**src/rtl/distance_capture.sv**
```systemverilog
// Multi-channel distance capture with optional per-channel moving average and
// round-robin valid/ready delivery. Define DISTANCE_CAPTURE_AVG_EN for averaging.
module distance_capture #(
  parameter int unsigned CH       = 4,
  parameter int unsigned DW       = 32,
  parameter int unsigned AVG_LOG2 = 2
) (
  input  logic                                clk,
  input  logic                                rst_n,
  input  logic [CH*DW-1:0]                    i_distance,
  input  logic [CH-1:0]                       i_read,
  input  logic                                i_idle,
  output logic                                o_valid,
  input  logic                                i_ready,
  output logic [((CH > 1) ? $clog2(CH) : 1)-1:0] o_ch,
  output logic [DW-1:0]                       o_distance,
  output logic [CH-1:0]                       o_done,
  output logic [CH-1:0]                       o_overrun
);

  localparam int unsigned CW = (CH > 1) ? $clog2(CH) : 1;

  logic [DW-1:0] avg [CH];
  logic [CH-1:0] pending;
  logic [CH-1:0] load_hit;
  logic [CW-1:0] last_grant;
  logic [CW-1:0] grant;
  logic [CW-1:0] idx;
  logic          found;
  logic          load;

  // Parameter range marker: CH 1..16, AVG_LOG2 0..4 are the supported ranges.
  if (CH < 1 || CH > 16 || AVG_LOG2 > 4) begin : g_unsupported_params
  end

`ifdef DISTANCE_CAPTURE_AVG_EN
  localparam int unsigned WIN = 1 << AVG_LOG2;
  localparam int unsigned PW  = (AVG_LOG2 > 0) ? AVG_LOG2 : 1;
  localparam int unsigned SW  = DW + AVG_LOG2;

  for (genvar c = 0; c < CH; c++) begin : g_chan
    logic [DW-1:0] ring [WIN];
    logic [PW-1:0] wptr;
    logic [SW-1:0] sum;
    logic          primed;
    logic [DW-1:0] sample;
    logic          first;

    assign sample = i_distance[c*DW +: DW];
    // An idle in the same cycle restarts the channel, so the sample seeds it.
    assign first  = i_idle || !primed;

    always_ff @(posedge clk or negedge rst_n) begin
      if (!rst_n) begin
        primed <= 1'b0;
        wptr   <= '0;
        sum    <= '0;
        for (int k = 0; k < int'(WIN); k++) ring[k] <= '0;
      end else if (i_read[c]) begin
        if (first) begin
          for (int k = 0; k < int'(WIN); k++) ring[k] <= sample;
          sum    <= SW'(sample) << AVG_LOG2;
          wptr   <= '0;
          primed <= 1'b1;
        end else begin
          ring[wptr] <= sample;
          sum        <= sum + SW'(sample) - SW'(ring[wptr]);
          wptr       <= (wptr == PW'(WIN - 1)) ? '0 : wptr + PW'(1);
        end
      end else if (i_idle) begin
        primed <= 1'b0;
        wptr   <= '0;
        sum    <= '0;
      end
    end

    assign avg[c] = DW'(sum >> AVG_LOG2);
  end
`else
  for (genvar c = 0; c < CH; c++) begin : g_chan
    logic [DW-1:0] latest;

    always_ff @(posedge clk or negedge rst_n) begin
      if (!rst_n) begin
        latest <= '0;
      end else if (i_read[c]) begin
        latest <= i_distance[c*DW +: DW];
      end else if (i_idle) begin
        latest <= '0;
      end
    end

    assign avg[c] = latest;
  end
`endif

  // Output register accepts a new word when empty or in the handshake cycle.
  assign load = !o_valid || i_ready;

  // Round-robin: first pending channel strictly after the last grant.
  always_comb begin
    found = 1'b0;
    grant = '0;
    idx   = '0;
    for (int unsigned i = 1; i <= CH; i++) begin
      idx = CW'((32'(last_grant) + i) % CH);
      if (!found && pending[idx]) begin
        found = 1'b1;
        grant = idx;
      end
    end
  end

  always_comb begin
    load_hit = '0;
    if (load && found) load_hit[grant] = 1'b1;
  end

  always_ff @(posedge clk or negedge rst_n) begin
    if (!rst_n) begin
      o_valid    <= 1'b0;
      o_ch       <= '0;
      o_distance <= '0;
      last_grant <= CW'(CH - 1);
    end else if (i_idle) begin
      o_valid    <= 1'b0;
      o_ch       <= '0;
      o_distance <= '0;
    end else if (load) begin
      if (found) begin
        o_valid    <= 1'b1;
        o_ch       <= grant;
        o_distance <= avg[grant];
        last_grant <= grant;
      end else begin
        o_valid <= 1'b0;
      end
    end
  end

  // A capture on the channel being loaded re-arms pending instead of overrunning.
  always_ff @(posedge clk or negedge rst_n) begin
    if (!rst_n) begin
      pending   <= '0;
      o_done    <= '0;
      o_overrun <= '0;
    end else if (i_idle) begin
      pending   <= i_read;
      o_done    <= i_read;
      o_overrun <= '0;
    end else begin
      pending   <= (pending & ~load_hit) | i_read;
      o_done    <= o_done | i_read;
      o_overrun <= o_overrun | (i_read & pending & ~load_hit);
    end
  end

endmodule

```
**config.mk**
```make
export PLATFORM = sky130hd
export DESIGN_NAME = distance_capture
export DESIGN_NICKNAME = d
export VERILOG_FILES = /design/src/rtl/distance_capture.sv
export SDC_FILE = /design/constraint.sdc
export NUM_CORES = 1
export LEC_CHECK = 0
export ABC_AREA = 1
export CORE_MARGIN = 4
export CORE_UTILIZATION = 40
export CTS_BUF_LIST = sky130_fd_sc_hd__clkbuf_4
export CTS_CLUSTER_SIZE = 30
export DETAILED_ROUTE_END_ITERATION = 6
export GPL_TIMING_DRIVEN = 0
export PLACE_DENSITY_LB_ADDON = 0.1
export SYNTH_ARGS = -nofsm -noshare
export SYNTH_HDL_FRONTEND = slang
export SYNTH_SLANG_ARGS = --single-unit
```
**constraint.sdc**
```tcl
create_clock -name clk -period 3.65 [get_ports clk]
set_input_delay 0.5475 -clock clk [delete_from_list [all_inputs] [get_ports clk]]
set_output_delay 0.5475 -clock clk [all_outputs]
set_load 0.05 [all_outputs]
```
### Word-level counts from Yosys, hierarchy flattened

Cells that the tools add are included.

* register bits: 177
* output and inout bits: 43
* logic and storage cells: 88

* add/subtract/negate cells: 4
* magnitude comparators: 7
* muxes and demuxes: 39
* bitwise operators: 9
* reductions and logical operators: 18

Operators by type and width (count)
* $mux W32: 10
* $bmux W32 S2: 1
* $mux W4: 4
* $lt A2 B3 Y1 const B: 5
* $mux W2: 7
* $and A4 B4 Y4: 3
* $mux W1: 12
* $or A4 B4 Y4: 3
* $reduce_bool A2 Y1: 6
* $bmux W1 S2: 4
* $logic_and A1 B1 Y1: 5
* $add A2 B1 Y2 const B: 2
* $add A2 B2 Y2 const B: 2
* $logic_not A1 Y1: 4
* $not A4 Y4: 1
* $ge A3 B3 Y1 const B: 1
* $not A2 Y3: 1
* $reduce_and A3 Y1: 1
* $demux W1 S2: 1
* $ge A2 B1 Y1 const B: 1
* $reduce_and A2 Y1: 1
* $logic_or A1 B1 Y1: 1
* $not A1 Y1: 1

### Longest topological paths before layout

* word-level depth: 22
* mapped depth: 18
* depth with buffers taken out: 15

### Worst setup path after synthesis

No wires, ideal clock.

* path kind: reg2reg
* start: reg last_grant[1]
* end: reg o_distance[10]
* setup time: 0.118 ns
* data arrival time: 1.834 ns
* required time: 3.532 ns
* slack: 1.698 ns
* cell stages (with the launch flop): 19
* clock period less this slack: 1.952 ns
* path through: dfstp_2 clkbuf_2 inv_2 nand2_1 nand2_1 nand2_1 nand2_2 nor2_2 nand3_1 nand2_2 nand2_2 buf_6 buf_6 nand2_1 nand2_1 nand2_1 nand2_1 nand2_1 nand2_1

* longest elaborated chain between the ends: 20

Ends and longest elaborated chain
* from (decl): RTL line 26 `logic [CW-1:0] last_grant;`
* from (signal assigned): RTL line 124 `last_grant <= CW'(CH - 1);`
* from (signal assigned): RTL line 134 `last_grant <= grant;`
* $add A2 B1 Y2: RTL line 106 `idx = CW'((32'(last_grant) + i) % CH);`
* $bmux W1 S2: RTL line 107 `if (!found && pending[idx]) begin`
* $mux W1 (implied by the code): RTL line 107
* $mux W1: RTL line 107
* $logic_not A1 Y1: RTL line 107
* $logic_and A1 B1 Y1: RTL line 107
* $mux W1: RTL line 107
* $logic_not A1 Y1: RTL line 107
* [... 3 more ...]
* $logic_and A1 B1 Y1: RTL line 107
* $mux W2: RTL line 107
* $not A2 Y3 (implied by the code): RTL line 133 `o_distance <= avg[grant];`
* $bmux W32 S2: RTL line 133
* $mux W32 (implied by the code) (2 in series): RTL line 133
* $mux W32: RTL line 130 `if (found) begin`
* $mux W32: RTL line 129 `end else if (load) begin`
* $mux W32: RTL line 125 `end else if (i_idle) begin`
* to (signal assigned): RTL line 133
* to (decl): RTL line 16 `output logic [DW-1:0] o_distance,`

Parallel ways exist; a longest one is shown, timed or not. The select of a mux whose other input is x is not followed.
A chain may end at the register's enable or synchronous reset.

### Worst setup path in the final report

* start: reg o_distance[19]
* end: out o_distance[19]

No word-level cell between the ends.

==> impl_metrics.env <==
export IMPL_crit_family="buffers and inverters"
export IMPL_skew_ns=0.0194
export IMPL_cts_sinks=177
export IMPL_yosysMostFrequentCell="nand2_1"
export IMPL_maxSlewHeadroom=0.551
export IMPL_power_leakage_nw=5.76
export IMPL_row_count=52
export IMPL_powerDensity_mw_per_mm2=739
export IMPL_cts_made_buffers=17
export IMPL_synth_edff_count=0
export IMPL_synth_area_per_cell_um2=7.43
export IMPL_setup_viol=0
export IMPL_clk_latency_ns=0.57
export IMPL_cts_buffer_depth=2
export IMPL_ctsResizeCount=0
export IMPL_drt_first_iter_violations=473
export IMPL_worst_pin_slew_ns=0.673
export IMPL_worstSetupStartpoint="o_distance[19]"
export IMPL_worstPathRequired_ns=3.10
export IMPL_async_flop_share=1.00
export IMPL_routed_wire_length_per_instance_um=15.5
export IMPL_reg2reg_depth=14
export IMPL_cpMaxStageDelayCell="clkdlybuf4s50_1"
export IMPL_grt_usage=0.213
export IMPL_synth_nets=1268
export IMPL_min_path_cells=3
export IMPL_hold_buffers=1
export IMPL_path_max_fanout=2
export IMPL_area_growth_syn_to_layout_pct=29.4
export IMPL_cts_root_buf="clkbuf_4"
export IMPL_rr_startpoint="last_grant[1]"
export IMPL_seq_area_frac_synth=0.527
export IMPL_drtAntennaViolNets=0
export IMPL_fin_crit_sh=0.649
export IMPL_nFillCells=2035
export IMPL_synth_top_cell_area_share=0.520
export IMPL_end_kind="output port"
export IMPL_cap_violations=0
export IMPL_ys_ff_latch=177
export IMPL_ios=179
export IMPL_power_mw=8.05
export IMPL_drt_total_wl_um=25000
export IMPL_synth_top_cells_by_area="dfrtp_1 52%, nand2_1 28%, nand3_1 12%"
export IMPL_worstHoldPathType="in -> reg"
export IMPL_grt_antenna_before_repair=1
export IMPL_slowest_delay_ns=0.84
export IMPL_ys_warn_count=0
export IMPL_htree_num_levels=4
export IMPL_place_congestion=0.868
export IMPL_hpwl_um=18600
export IMPL_die_area_mm2=0.0234
export IMPL_vias_per_cell=4.84
export IMPL_hold_end="g_chan[2].latest[21]"
export IMPL_core_region_area_mm2=0.0204
export IMPL_rsz0062_at_grt="false"
export IMPL_final_max_slew_viol_count=0
export IMPL_die_width_um=153
export IMPL_worstReg2RegEnd="o_distance[19]"
export IMPL_syn_inst=1132
export IMPL_numPortBuffers=174
export IMPL_layout_drive_gt1_share=0.0575
export IMPL_path_depth=1
export IMPL_yosysUniqueCellTypes=21
export IMPL_rrSetupSlack_ns=1.29
export IMPL_fmax_ghz=0.422
export IMPL_cts_tree="built"
export IMPL_path_class="reg -> out"
export IMPL_die_h_um=153
export IMPL_regArea_mm2=0.00443
export IMPL_ir_drop_mv=0.403
export IMPL_arrival_ns=1.82
export IMPL_stdcell_count=1611
export IMPL_placed_cell_area_mm2=0.0105
export IMPL_grt_pass1_vias=7485
export IMPL_first_pass_iters=5
export IMPL_crit_chain="clkdlybuf4s50_1"
export IMPL_synth_common_cells="634 x nand2_1, 201 x nand3_1, 175 x dfrtp_1"
export IMPL_multiInputGateArea_mm2=0.00351
export IMPL_design_area_mm2=0.0109
export IMPL_nNetsFinal=1463
export IMPL_crit_buf_inv=1
export IMPL_synth_cell_area_mm2=0.00841
export IMPL_synth_largest_area_cell="dfrtp_1"
export IMPL_synth_ff_type="dfrtp_1"
export IMPL_dp_cells=1577
export IMPL_grt_pass1_wl_um=40100
export IMPL_grt_overflow_total=0
export IMPL_initial_core_util=0.412
export IMPL_min_from="i_read[2]"
export IMPL_cts_clk_slew_worst_paths_ns=0.15
export IMPL_status="completed"
export IMPL_period_needed_ns=2.37
export IMPL_startpoint_type="register"
export IMPL_grt_max_degree=107
export IMPL_post_cts_buffers=0
export IMPL_vias=7804
export IMPL_final_hold_viol_count=0
export IMPL_drc_errors=0
worst max-delay path by stage:
stage	slack (ns)	to
after floorplan	1.70	o_distance[10]
after global placement	-5.47	g_chan[1].latest[6]
after detailed placement	1.0	g_chan[2].latest[17]
after CTS	1.26	o_distance[19]
after global routing	1.07	o_distance[19]
final	1.28	o_distance[19]
metal layers:
metal  vias up  global-route usage  share of wire
met5         -                   0              0
met4         0              0.0556          0.017
met3        21              0.0416          0.055
met2       208               0.326           0.45
met1      3633               0.312           0.48
li1       3942                   -              -
registers in the layout, indices dropped and copies added (netlist names):
register	flops
o_overrun	4
o_done	4
g_chan.latest	128
o_valid	1
o_ch	2
pending	4
o_distance	32
last_grant	2
final cells by class:
type,instances,area share
Sequential cell,177,0.407
Multi-Input combinational cell,858,0.322
Timing Repair Buffer,176,0.164
Buffer,77,0.0367
Tap cell,270,0.0310
Clock inverter,13,0.0191
Clock buffer,19,0.0131
Inverter,20,0.00689
Antenna cell,1,0.000230
cells by family (layout without fill, tap and decap cells):
group / after synthesis / after routing / share of synthesized area
and+or+nand+nor: 848 / 848 / 0.411
other: 0 / 1 / 0
buffers and inverters: 97 / 305 / 0.0564
AOI/OAI and AO/OA: 10 / 10 / 0.00624
DFF: 177 / 177 / 0.527
placed cells by master, fill, tap and decap left out:
cell,instances
o21ai_0,3
inv_6,3
buf_6,11
diode_2,1
nor2_1,5
clkinvlp_4,2
buf_8,1
clkinv_4,1
bufinv_16,5
inv_1,10
nor2_2,1
a21boi_0,1
buf_1,3
a21oi_1,3
clkbuf_2,1
nand3_1,201
dfrtp_1,175
clkbuf_4,19
nand3b_1,1
o21ai_1,3
buf_2,21
dlygate4sd3_1,1
clkbuf_1,41
inv_2,5
clkinv_1,7
dfstp_2,2
clkdlybuf4s50_1,173
nand2_1,634
nand2_2,4
buf_16,1
nand4_1,2
report_power, final:
part	switching, mW	leakage [nW]	internal [mW]
clock network	0.692	0.179	0.631
registers	0.147	2.25	2.21
logic	2.94	3.33	1.43
per-stage QoR:
stage	hold WS (ns)	util	setup slack, ns	TNS (ns)
6_report	0.274	0.533	1.28	0
5_1_grt	0.304	0.533	1.07	0
4_1_cts	0.259	0.533	1.26	0
3_5_place_dp	0.463	0.515	0.998	0
3_3_place_gp	0.457	0.514	-5.47	-959.73
2_1_floorplan	0.252	-	1.70	0
worst reg2reg max path, delay by kind of cell (launching register included):
kind          cells  cell delay [ns]
simple gates     10             0.89
buf+inv           4             0.86
flops             1             0.54
Power figures use the tool's default switching activity.
